### config.mk
export PLATFORM = sky130hd
export DESIGN_NAME = cim_psum_requant_flat
export DESIGN_NICKNAME = d
export VERILOG_FILES = /design/src/rtl/cim_psum_requant_if.sv /design/src/rtl/cim_psum_requant.sv /design/src/flat_wrapper.sv
export SDC_FILE = /design/constraint.sdc
export NUM_CORES = 2
export LEC_CHECK = 0
export ABC_AREA = 1
export ABC_CLOCK_PERIOD_IN_PS = 6980
export CAP_MARGIN = 20
export CORE_MARGIN = 5
export CORE_UTILIZATION = 50
export CTS_CLUSTER_DIAMETER = 30
export DETAILED_ROUTE_END_ITERATION = 12
export PLACE_DENSITY = 0.69
export SYNTH_ARGS = -nofsm -noshare
export SYNTH_HDL_FRONTEND = slang
export SYNTH_SLANG_ARGS = --single-unit
### constraint.sdc
create_clock -name clk -period 6.98 [get_ports clk]
set_input_delay 2.094 -clock clk [delete_from_list [all_inputs] [get_ports clk]]
set_output_delay 2.094 -clock clk [all_outputs]
set_load 0.01 [all_outputs]
### src/rtl/cim_psum_requant_if.sv
// -----------------------------------------------------------------------------
// cim_psum_requant_if
// Handshake bundle between the CIM MAC array / activation write-back path and
// the partial-sum requantiser.
//   psum_valid / psum_data : one-cycle partial-sum strobe from the MAC array
//   hold                   : requantiser asks the array controller to withhold start
//   out_valid / out_data   : quantised result at the output FIFO head
//   out_ready              : write-back path accepts the head
// modport slave  : the requantiser side
// modport master : the array / write-back side
// -----------------------------------------------------------------------------
interface cim_psum_requant_if #(
    parameter int ACC_WIDTH = 32,
    parameter int OUT_WIDTH = 8
);
    logic                        psum_valid;
    logic signed [ACC_WIDTH-1:0] psum_data;
    logic                        hold;
    logic                        out_valid;
    logic signed [OUT_WIDTH-1:0] out_data;
    logic                        out_ready;

    modport master (
        output psum_valid,
        output psum_data,
        output out_ready,
        input  hold,
        input  out_valid,
        input  out_data
    );

    modport slave (
        input  psum_valid,
        input  psum_data,
        input  out_ready,
        output hold,
        output out_valid,
        output out_data
    );
endinterface

### src/rtl/cim_psum_requant.sv
// -----------------------------------------------------------------------------
// cim_psum_requant
// Accumulates cfg_tiles signed partial sums from the CIM MAC array into one
// output neuron, adds bias, multiplies by an unsigned scale, rounds with an
// arithmetic right shift (half toward +inf), optionally applies ReLU and
// saturates to a signed OUT_WIDTH value. Results are queued in a small FIFO
// behind a valid/ready output. hold tells the array controller to stop issuing
// starts while FIFO space for further results is not guaranteed.
//
// Ports
//   clk        : clock, rising edge
//   rst        : synchronous active-high reset
//   cfg_tiles  : partial sums per output (0 behaves as 1)
//   cfg_bias   : signed bias added once per output
//   cfg_scale  : unsigned requant multiplier
//   cfg_shift  : rounding right-shift amount
//   cfg_relu   : clamp negative results to zero
//   bus        : psum strobe in, hold out, output stream (slave modport)
//   err_drop   : sticky, a psum arrived while hold was high and was discarded
//   tile_idx   : partial sums accumulated so far in the current group
//   idle       : no group in progress, pipeline empty, FIFO empty
// -----------------------------------------------------------------------------
module cim_psum_requant #(
    parameter int ACC_WIDTH   = 32,
    parameter int EXT_BITS    = 8,
    parameter int SCALE_WIDTH = 16,
    parameter int SHIFT_WIDTH = 5,
    parameter int OUT_WIDTH   = 8,
    parameter int TILE_WIDTH  = 8,
    parameter int FIFO_DEPTH  = 4
) (
    input  logic                          clk,
    input  logic                          rst,
    input  logic        [TILE_WIDTH-1:0]  cfg_tiles,
    input  logic signed [ACC_WIDTH-1:0]   cfg_bias,
    input  logic        [SCALE_WIDTH-1:0] cfg_scale,
    input  logic        [SHIFT_WIDTH-1:0] cfg_shift,
    input  logic                          cfg_relu,
    cim_psum_requant_if.slave             bus,
    output logic                          err_drop,
    output logic        [TILE_WIDTH-1:0]  tile_idx,
    output logic                          idle
);

    localparam int SUM_W  = ACC_WIDTH + EXT_BITS;
    localparam int PROD_W = SUM_W + SCALE_WIDTH + 1;
    // One extra bit so adding the rounding constant can never overflow.
    localparam int RND_W  = PROD_W + 1;
    localparam int PTR_W  = $clog2(FIFO_DEPTH);
    localparam int CNT_W  = PTR_W + 1;

    // -------------------------------------------------------------------------
    // Rounding / ReLU / saturation helpers
    // -------------------------------------------------------------------------
    function automatic logic signed [RND_W-1:0] round_shift(
        input logic signed [PROD_W-1:0]      p,
        input logic        [SHIFT_WIDTH-1:0] sh
    );
        logic signed [RND_W-1:0] x;
        logic signed [RND_W-1:0] half;
        x = RND_W'(p);
        if (sh == '0) begin
            return x;
        end
        half = RND_W'(1) << (sh - 1'b1);
        return (x + half) >>> sh;
    endfunction

    function automatic logic signed [OUT_WIDTH-1:0] relu_sat(
        input logic signed [RND_W-1:0] r_in,
        input logic                    relu
    );
        logic signed [RND_W-1:0] r;
        logic signed [RND_W-1:0] hi;
        logic signed [RND_W-1:0] lo;
        hi = {{(RND_W-OUT_WIDTH+1){1'b0}}, {(OUT_WIDTH-1){1'b1}}};
        lo = {{(RND_W-OUT_WIDTH+1){1'b1}}, {(OUT_WIDTH-1){1'b0}}};
        r  = r_in;
        if (relu && (r < 0)) begin
            r = '0;
        end
        if (r > hi) begin
            return hi[OUT_WIDTH-1:0];
        end else if (r < lo) begin
            return lo[OUT_WIDTH-1:0];
        end
        return r[OUT_WIDTH-1:0];
    endfunction

    // -------------------------------------------------------------------------
    // Group tracking and accumulation
    // -------------------------------------------------------------------------
    logic                          hold_q;
    logic                          accept;
    logic                          grp_start;
    logic                          grp_last;
    logic signed [SUM_W-1:0]       acc;
    logic signed [SUM_W-1:0]       acc_base;
    logic signed [SUM_W-1:0]       acc_next;
    logic signed [SUM_W-1:0]       psum_ext;
    logic signed [SUM_W-1:0]       bias_ext;

    // Configuration captured at the first psum of a group.
    logic        [TILE_WIDTH-1:0]  grp_tiles;
    logic signed [ACC_WIDTH-1:0]   grp_bias;
    logic        [SCALE_WIDTH-1:0] grp_scale;
    logic        [SHIFT_WIDTH-1:0] grp_shift;
    logic                          grp_relu;

    // Effective configuration for the psum being accepted this cycle: the live
    // inputs when it opens a group, the captured copy otherwise.
    logic        [TILE_WIDTH-1:0]  cur_tiles;
    logic signed [ACC_WIDTH-1:0]   cur_bias;
    logic        [SCALE_WIDTH-1:0] cur_scale;
    logic        [SHIFT_WIDTH-1:0] cur_shift;
    logic                          cur_relu;

    assign accept    = bus.psum_valid && !hold_q;
    assign grp_start = (tile_idx == '0);

    assign cur_tiles = grp_start ? ((cfg_tiles == '0) ? TILE_WIDTH'(1) : cfg_tiles) : grp_tiles;
    assign cur_bias  = grp_start ? cfg_bias  : grp_bias;
    assign cur_scale = grp_start ? cfg_scale : grp_scale;
    assign cur_shift = grp_start ? cfg_shift : grp_shift;
    assign cur_relu  = grp_start ? cfg_relu  : grp_relu;

    assign grp_last  = accept && ((tile_idx + TILE_WIDTH'(1)) == cur_tiles);

    assign psum_ext  = {{EXT_BITS{bus.psum_data[ACC_WIDTH-1]}}, bus.psum_data};
    assign bias_ext  = {{EXT_BITS{cur_bias[ACC_WIDTH-1]}}, cur_bias};
    // The first psum of a group overwrites rather than adds.
    assign acc_base  = grp_start ? '0 : acc;
    assign acc_next  = acc_base + psum_ext;

    always_ff @(posedge clk) begin
        if (rst) begin
            acc <= '0;
        end else if (accept && !grp_last) begin
            acc <= acc_next;
        end
    end

    always_ff @(posedge clk) begin
        if (accept && grp_start) begin
            grp_tiles <= (cfg_tiles == '0) ? TILE_WIDTH'(1) : cfg_tiles;
            grp_bias  <= cfg_bias;
            grp_scale <= cfg_scale;
            grp_shift <= cfg_shift;
            grp_relu  <= cfg_relu;
        end
    end

    // -------------------------------------------------------------------------
    // S1: bias-added sum of the completed group
    // -------------------------------------------------------------------------
    logic                          vld_p0;
    logic signed [SUM_W-1:0]       sum_p0;
    logic        [SCALE_WIDTH-1:0] scale_p0;
    logic        [SHIFT_WIDTH-1:0] shift_p0;
    logic                          relu_p0;

    always_ff @(posedge clk) begin
        if (grp_last) begin
            sum_p0   <= acc_next + bias_ext;
            scale_p0 <= cur_scale;
            shift_p0 <= cur_shift;
            relu_p0  <= cur_relu;
        end
    end

    // -------------------------------------------------------------------------
    // S2: full-width signed product with the zero-extended scale
    // -------------------------------------------------------------------------
    logic                          vld_p1;
    logic signed [PROD_W-1:0]      prod_p1;
    logic        [SHIFT_WIDTH-1:0] shift_p1;
    logic                          relu_p1;

    always_ff @(posedge clk) begin
        if (vld_p0) begin
            prod_p1  <= PROD_W'(sum_p0) * PROD_W'($signed({1'b0, scale_p0}));
            shift_p1 <= shift_p0;
            relu_p1  <= relu_p0;
        end
    end

    // -------------------------------------------------------------------------
    // S3: round, ReLU, saturate, push into the output FIFO
    // -------------------------------------------------------------------------
    logic signed [OUT_WIDTH-1:0]   q_p2;

    assign q_p2 = relu_sat(round_shift(prod_p1, shift_p1), relu_p1);

    logic signed [OUT_WIDTH-1:0]   mem [FIFO_DEPTH];
    logic        [PTR_W-1:0]       wr_ptr;
    logic        [PTR_W-1:0]       rd_ptr;
    logic        [CNT_W-1:0]       fifo_cnt;
    logic        [CNT_W-1:0]       fifo_cnt_next;
    logic        [CNT_W:0]         occ_next;
    logic                          push;
    logic                          pop;
    logic                          out_valid_i;

    assign push        = vld_p1;
    assign out_valid_i = (fifo_cnt != '0);
    assign pop         = out_valid_i && bus.out_ready;

    always_comb begin
        fifo_cnt_next = fifo_cnt;
        if (push && !pop) begin
            fifo_cnt_next = fifo_cnt + CNT_W'(1);
        end else if (!push && pop) begin
            fifo_cnt_next = fifo_cnt - CNT_W'(1);
        end
    end

    // Results that will occupy or are heading for the FIFO after this edge.
    // One slot of margin is left for a start the controller already issued.
    assign occ_next = {1'b0, fifo_cnt_next} + (CNT_W+1)'(grp_last) + (CNT_W+1)'(vld_p0);

    always_ff @(posedge clk) begin
        if (push) begin
            mem[wr_ptr] <= q_p2;
        end
    end

    // -------------------------------------------------------------------------
    // Control state
    // -------------------------------------------------------------------------
    always_ff @(posedge clk) begin
        if (rst) begin
            tile_idx <= '0;
            vld_p0   <= 1'b0;
            vld_p1   <= 1'b0;
            wr_ptr   <= '0;
            rd_ptr   <= '0;
            fifo_cnt <= '0;
            hold_q   <= 1'b0;
            err_drop <= 1'b0;
        end else begin
            if (accept) begin
                tile_idx <= grp_last ? '0 : (tile_idx + TILE_WIDTH'(1));
            end
            if (bus.psum_valid && hold_q) begin
                err_drop <= 1'b1;
            end
            vld_p0   <= grp_last;
            vld_p1   <= vld_p0;
            if (push) begin
                wr_ptr <= wr_ptr + PTR_W'(1);
            end
            if (pop) begin
                rd_ptr <= rd_ptr + PTR_W'(1);
            end
            fifo_cnt <= fifo_cnt_next;
            hold_q   <= (occ_next >= (CNT_W+1)'(FIFO_DEPTH - 1));
        end
    end

    assign bus.hold      = hold_q;
    assign bus.out_valid = out_valid_i;
    assign bus.out_data  = out_valid_i ? mem[rd_ptr] : '0;
    assign idle          = grp_start && !vld_p0 && !vld_p1 && (fifo_cnt == '0);

endmodule
### src/flat_wrapper.sv
// flat-port wrapper written by rule: the top's interface ports become plain ports
module cim_psum_requant_flat 
#(
    parameter int ACC_WIDTH   = 32,
    parameter int EXT_BITS    = 8,
    parameter int SCALE_WIDTH = 16,
    parameter int SHIFT_WIDTH = 5,
    parameter int OUT_WIDTH   = 8,
    parameter int TILE_WIDTH  = 8,
    parameter int FIFO_DEPTH  = 4
)
  (clk, rst, cfg_tiles, cfg_bias, cfg_scale, cfg_shift, cfg_relu, err_drop, tile_idx, idle, bus_psum_valid, bus_psum_data, bus_out_ready, bus_hold, bus_out_valid, bus_out_data);
  cim_psum_requant_if #(.ACC_WIDTH(ACC_WIDTH), .OUT_WIDTH(OUT_WIDTH)) bus_i ();
  input  logic clk;
  input  logic rst;
  input  logic        [TILE_WIDTH-1:0] cfg_tiles;
  input  logic signed [ACC_WIDTH-1:0] cfg_bias;
  input  logic        [SCALE_WIDTH-1:0] cfg_scale;
  input  logic        [SHIFT_WIDTH-1:0] cfg_shift;
  input  logic cfg_relu;
  output logic err_drop;
  output logic        [TILE_WIDTH-1:0] tile_idx;
  output logic idle;
  input wire logic [$bits(bus_i.psum_valid)-1:0] bus_psum_valid;
  input wire logic [$bits(bus_i.psum_data)-1:0] bus_psum_data;
  input wire logic [$bits(bus_i.out_ready)-1:0] bus_out_ready;
  output wire logic [$bits(bus_i.hold)-1:0] bus_hold;
  output wire logic [$bits(bus_i.out_valid)-1:0] bus_out_valid;
  output wire logic [$bits(bus_i.out_data)-1:0] bus_out_data;
  assign bus_i.psum_valid = bus_psum_valid;
  assign bus_i.psum_data = bus_psum_data;
  assign bus_i.out_ready = bus_out_ready;
  assign bus_hold = bus_i.hold;
  assign bus_out_valid = bus_i.out_valid;
  assign bus_out_data = bus_i.out_data;
  cim_psum_requant #(.ACC_WIDTH(ACC_WIDTH), .EXT_BITS(EXT_BITS), .SCALE_WIDTH(SCALE_WIDTH), .SHIFT_WIDTH(SHIFT_WIDTH), .OUT_WIDTH(OUT_WIDTH), .TILE_WIDTH(TILE_WIDTH), .FIFO_DEPTH(FIFO_DEPTH)) u_core (.clk(clk), .rst(rst), .cfg_tiles(cfg_tiles), .cfg_bias(cfg_bias), .cfg_scale(cfg_scale), .cfg_shift(cfg_shift), .cfg_relu(cfg_relu), .bus(bus_i), .err_drop(err_drop), .tile_idx(tile_idx), .idle(idle));
endmodule
; ---- Word-level counts from Yosys, hierarchy flattened
; Memories as Yosys holds them, arrays and structs flattened. A register that Yosys moved wholly into a read port is not among the register bits.
; Index checks and enable logic that the tools add are counted.
[classes]
n_lt_le_gt_ge = 4
multipliers = 1
mux = 24
eq_ne = 1
shifts = 2
reduce_logical = 22
n_addsub = 11
[ops]
columns = operator, n
row1 = two-way mux 58 bit, 3
row2 = adder 40 x 32 -> 40 bit, 2
row3 = adder 57 x 58 -> 58 bit, 1
row4 = "greater-than comparator 58 x 8 -> 1 bit, second input constant", 1
row5 = "less-than comparator 58 x 1 -> 1 bit, second input constant", 1
row6 = "less-than comparator 58 x 8 -> 1 bit, second input constant", 1
row7 = "left shift 1 x 5 -> 58 bit, first input constant", 1
row8 = >>> shifter 58 x 5 -> 58 bit, 1
row9 = multiplier 40 x 17 -> 57 bit, 1
row10 = two-way mux 8 bit, 7
row11 = two-way mux 40 bit, 1
row12 = two-way mux 32 bit, 1
row13 = zero test 8 bit, 2
row14 = two-way mux 16 bit, 1
row15 = logical AND 1 bit, 12
row16 = "adder 8 x 1 -> 8 bit, second input constant", 1
row17 = == test 8 bit, 1
row18 = two-way mux 1 bit, 6
row19 = two-way mux 3 bit, 2
row20 = zero test 1 bit, 5
row21 = zero test 5 bit, 1
row22 = two-way mux 5 bit, 1
row23 = "subtractor 5 x 1 -> 5 bit, second input constant", 1
row24 = "adder 2 x 1 -> 2 bit, second input constant", 2
row25 = other kinds (8), 9
[totals]
in_bits = 98
ramBits = 32
regBits = 246
mem_count = 1
[memory_table]
columns = memory, words, width, rd, rd_ports_with_merged_regs, wr, line_no
row1 = u_core.mem, 4, 8, 1, 1, 1, cim_psum_requant.sv:194  ; logic signed [OUT_WIDTH-1:0] mem [FIFO_DEPTH];

; ---- Logic depth before layout (Yosys ltp)
[depth]
word_depth = 12
depth_mapped = 42
mapped_depth_nobuf = 40

; ---- Worst setup path before layout
; Ideal clock, no wire load.
[synth_timing]
kind = input-to-reg
start = input bus_psum_data[0]
end = register u_core.sum_p0[39] (data pin)
required_ns = 6.720
path_stages = 28
path_slack_ns = 0.269
t_arrival_ns = 6.451
path_cell_list = ha_1 -> inv_1 -> fa_1 -> o21ai_0 -> nand2_1 -> nand2_1 -> a21oi_1 -> o21ai_0 -> a21oi_1 -> o21ai_0 -> a31oi_1 -> nor2_1 -> nor2_1 -> xnor2_1 -> ha_1 -> a21oi_1 -> o21ai_0 -> a2111o_1 -> a21oi_1 -> inv_1 -> nand2_1 -> nand2_1 -> a21boi_0 -> o21ai_0 -> nand2_1 -> nand2_1 -> xor2_1 -> xnor2_1
[synth_via]
elab_chain_len = 2
[synth_rtl]
columns = element, line_no
row1 = "start, declared", flat_wrapper.sv:25  ; input wire logic [$bits(bus_i.psum_data)-1:0] bus_psum_data;
row2 = adder 40 x 32 -> 40 bit, cim_psum_requant.sv:133  ; assign acc_next = acc_base + psum_ext;
row3 = net u_core.acc_next[18], cim_psum_requant.sv:99  ; logic signed [SUM_W-1:0] acc_next;
row4 = adder 40 x 32 -> 40 bit, cim_psum_requant.sv:164  ; sum_p0 <= acc_next + bias_ext;
row5 = "end signal, assigned", cim_psum_requant.sv:164
row6 = "end, declared", cim_psum_requant.sv:157  ; logic signed [SUM_W-1:0] sum_p0;
; The timed path passes the listed nets, and every way through them passes these cells.
; A chain may end at the register's enable or synchronous reset.

; ---- Worst setup path after layout
[layout_timing]
start = register u_core.scale_p0[7]
end = register u_core.prod_p1[55] (data pin)
[layout_via]
elab_chain_len = 1
[layout_rtl]
columns = element, line_no
row1 = "start, declared", cim_psum_requant.sv:158  ; logic [SCALE_WIDTH-1:0] scale_p0;
row2 = "start signal, assigned", cim_psum_requant.sv:165  ; scale_p0 <= cur_scale;
row3 = multiplier 40 x 17 -> 57 bit, cim_psum_requant.sv:181  ; prod_p1 <= PROD_W'(sum_p0) * PROD_W'($signed({1'b0, scale_p0}));
row4 = "end signal, assigned", cim_psum_requant.sv:181
row5 = "end, declared", cim_psum_requant.sv:175  ; logic signed [PROD_W-1:0] prod_p1;
; Every way passes these cells.

==> results.sh <==
export IMPL_io_buffers=117
export IMPL_synth_fa_ha_area_share_pct=33.5
export IMPL_yosysUniqueCellTypes=63
export IMPL_period_needed_ps=6670
export IMPL_pwr_share_clk_pct=31.0
export IMPL_synth_top_family_by_area="adder cells"
export IMPL_synth_edff_count=219
export IMPL_hold_ws_ps=421
export IMPL_finalSetupTns_ps=0
export IMPL_synth_xor_area_share_pct=3.00
export IMPL_yosys_area_share_simple_pct=26.0
export IMPL_p_sw_share_pct=38.5
export IMPL_yosysTopAreaCellShare_pct=26.6
export IMPL_power_frac_seq_pct=23.6
export IMPL_cts_sinks=280
export IMPL_drive_gt1_share_pct=6.88
export IMPL_min_period_over_period_pct=95.5
export IMPL_antennaDiodeCount=0
export IMPL_firstDrtPassIters=7
export IMPL_htree_levels=2
export IMPL_synth_cells=6299
export IMPL_muxShareOfSynthArea_pct=0.110
export IMPL_cts_tree="built"
export IMPL_cp_top_family="adder cells"
export IMPL_cts_made_buffers=61
export IMPL_yosys_warnings=0
export IMPL_synth_seq_cells=280
export IMPL_synth_compound_area_share_pct=6.56
export IMPL_layout_setup_ws_ps=312
export IMPL_power_frac_comb_pct=45.4
export IMPL_critPathArrivalTime_ps=7050
export IMPL_crit_top_cell="fa_1"
export IMPL_core_area_um2=90300
export IMPL_status="complete, no violations"
export IMPL_fmax_mhz=150
export IMPL_syn_num_nets=7255
export IMPL_grt_max_degree=65
export IMPL_antenna_found_initial=0
export IMPL_die_area_um2=97200
export IMPL_vias=41000
export IMPL_clk_latency_ps=640
export IMPL_avgSynthCellArea_um2=7.23
export IMPL_ys_flop_type="edfxtp_1"
export IMPL_nNetsFinal=7413
export IMPL_drtIter0Drc=3135
export IMPL_yosys_area_top_type="fa_1"
export IMPL_routed_wirelength_mm=142
export IMPL_syn_to_final_growth_pct=12.9
export IMPL_rsz0062_at_grt="no"
export IMPL_hold_viol_final=0
export IMPL_crit_path_start_kind="register"
export IMPL_setup_viol=0
export IMPL_syn_area_um2=45600
export IMPL_cp_max_fo=21
export IMPL_track_usage_pct=29.1
export IMPL_max_cap_violations=0
export IMPL_die_h_um=312
export IMPL_rows=110
export IMPL_slowest_delay_ps=550
export IMPL_fin_worst_skew_ps=41.5
export IMPL_cts_buffer_depth=3
export IMPL_critical_path_buf_inv_count=7
export IMPL_via_per_inst=5.33
export IMPL_postRouteAntennaNets=0
export IMPL_fp_dieW_um=312
export IMPL_drc=0
export IMPL_pre_cts_ws_ps=-455
export IMPL_dp_hpwl_mm=118
export IMPL_io_pins=118
export IMPL_synth_seq_area_share_pct=17.1
export IMPL_tightest_slew_ps=845
export IMPL_grt_pass1_wl_mm=226
export IMPL_vdd_drop_max_mv=0.207
export IMPL_clk_pin_slew_ps=50
export IMPL_root_buffer="clkbuf_16"
export IMPL_start_util_pct=50.5
export IMPL_leakagePower_nw=27.0
export IMPL_drv_slew=0
export IMPL_power_density_nw_per_um2=178
export IMPL_gp_congestion=0.977
export IMPL_p_int_w=0.00565
export IMPL_wl_per_cell_um=18.5
export IMPL_hold_class="register to register"
export IMPL_required_ps=7360
export IMPL_crit_slowest_cell="fa_1"
export IMPL_relSlewSlack_pct=43.7
export IMPL_cp_end_kind="register"
export IMPL_critPathKind="register to register"
export IMPL_power_switching_w=0.00353
export IMPL_synthArstFlopShare_pct=0
export IMPL_grt_pass1_vias=41800
export IMPL_yosys_top_cells_area="fa_1 27%, edfxtp_1 14%, nand2_1 14%, inv_1 11%, ha_1 6.9%"
export IMPL_grt_overflow_total=0
export IMPL_final_core_util_pct=56.9
export IMPL_path_cells="buf_12, buf_4, nand2_1, fa_1, inv_1, fa_1, inv_1, fa_1, fa_1, fa_1, inv_1, fa_1, ha_1, a21oi_1, o221ai_1, a21oi_1, o21ai_0, buf_4, a21o_1, a21oi_1, o31ai_1, buf_4, a21oi_1, xor2_1"
==> area by class of cell <==
class                      instances  area, um^2
fill                            8685       38900
multi-input combinational       4383       31500
sequential                       280        7800
inverter                        1369        5140
timing repair buffer             362        3360
clock buffer                      68        1580
tap                             1176        1470
clock inverter                    48         515
==> layer usage <==
metal	routed length [um]	track usage (%)
met1	59200	38.0
met2	67600	49.9
met3	8860	3.55
met4	6360	11.2
met5	0	0
==> cells in the mapped netlist (4+ instances only) <==
| master | instances |
|---|---|
| buf_1 | 22 |
| nor4_1 | 6 |
| buf_6 | 4 |
| mux2i_1 | 5 |
| nand4_1 | 33 |
| o211ai_1 | 16 |
| nand3_1 | 587 |
| inv_2 | 9 |
| o21ai_2 | 4 |
| buf_2 | 36 |
| nand3b_1 | 6 |
| a31oi_1 | 37 |
| ha_1 | 253 |
| a21o_1 | 9 |
| clkbuf_1 | 201 |
| nor2_4 | 6 |
| xnor2_1 | 59 |
| o21ai_1 | 14 |
| a211oi_1 | 20 |
| dfxtp_1 | 61 |
| o21bai_1 | 8 |
| nand2_2 | 9 |
| o21a_1 | 9 |
| o221ai_1 | 7 |
| edfxtp_1 | 219 |
| o21ai_0 | 121 |
| fa_1 | 605 |
| o31ai_1 | 9 |
| inv_1 | 1357 |
| nor3_2 | 5 |
| nor3_1 | 21 |
| nand2_1 | 1727 |
| nor2_1 | 387 |
| nand3_2 | 15 |
| a21oi_1 | 253 |
| or2_2 | 8 |
| nor2_2 | 14 |
| a21oi_2 | 4 |
| xor2_1 | 97 |
| o2111ai_1 | 4 |
==> power by group through the flow <==
stage	clock network, W	logic [W]	registers [W]
3_5_place_dp	0	0.00413	0.00219
3_3_place_gp	0	0.00408	0.00219
6_report	0.00285	0.00416	0.00216
5_1_grt	0.00299	0.00467	0.00217
2_1_floorplan	0	0.00275	0.00217
4_1_cts	0.00290	0.00416	0.00216
==> metrics by stage <==
stage	instances	power [W]	instance area, um^2
global route	7686	0.00983	51400
floorplan	6299	0.00492	45600
detailed placement	7543	0.00633	49000
finish	7686	0.00918	51400
CTS	7659	0.00922	51100
global placement	7543	0.00627	49000
==> cells in the final DEF, fill, tap and decap left out, types with 15 or more instances in the layout <==
| master | synthesis | layout |
|---|---|---|
| nand2_1 | 1727 | 1726 |
| inv_1 | 1357 | 1353 |
| fa_1 | 605 | 605 |
| nand3_1 | 587 | 587 |
| nor2_1 | 387 | 386 |
| ha_1 | 253 | 253 |
| a21oi_1 | 253 | 252 |
| edfxtp_1 | 219 | 219 |
| buf_4 | 3 | 218 |
| clkdlybuf4s50_1 | 0 | 117 |
| o21ai_0 | 121 | 116 |
| xor2_1 | 97 | 97 |
| clkbuf_16 | 0 | 61 |
| dfxtp_1 | 61 | 60 |
| xnor2_1 | 59 | 59 |
| a31oi_1 | 37 | 37 |
| nand4_1 | 33 | 33 |
| buf_12 | 0 | 26 |
| nor3_1 | 21 | 20 |
| a211oi_1 | 20 | 20 |
| o21ai_1 | 14 | 18 |
| clkinvlp_4 | 0 | 17 |
| o211ai_1 | 16 | 16 |
| nand3_2 | 15 | 15 |
==> kinds of logic (layout without fill, tap and decap cells) <==
group | after synthesis | in the layout
compound gates | 528 | 528
xor+xnor | 156 | 156
fa+ha+maj | 858 | 858
buf+inv | 1636 | 1847
flops | 280 | 280
mux | 5 | 5
simple gates | 2836 | 2836
==> path summary, 6_finish.rpt <==
path	from	endpoint	slack, ps	cells after the start
max	u_core.scale_p0[7]	u_core.prod_p1[55]	310	24
min	u_core.shift_p0[0]	u_core.shift_p1[0]	420	0
max reg2reg	u_core.scale_p0[7]	u_core.prod_p1[55]	310	24
min reg2reg	u_core.shift_p0[0]	u_core.shift_p1[0]	420	0
==> flip-flops by register name, summed over array words and instances, names as in the netlist, 2 cells and up, named ones only <==
signal and cells:
u_core.grp_bias 32, u_core.sum_p0 40, u_core.shift_p0 5, u_core.grp_scale 16, u_core.grp_tiles 8, u_core.rd_ptr 2
u_core.prod_p1 57, u_core.mem 32, u_core.scale_p0 16, u_core.grp_shift 5, u_core.tile_idx 8, u_core.acc 40
u_core.fifo_cnt 3, u_core.wr_ptr 2, u_core.shift_p1 5
==> timing repair <==
action                     4_1_cts  5_1_grt
resized for setup                0       10
buffers inserted                 0       26
hold buffers                     0        0
setup endpoints to repair        0       10
(Power assumes the default switching activity.)
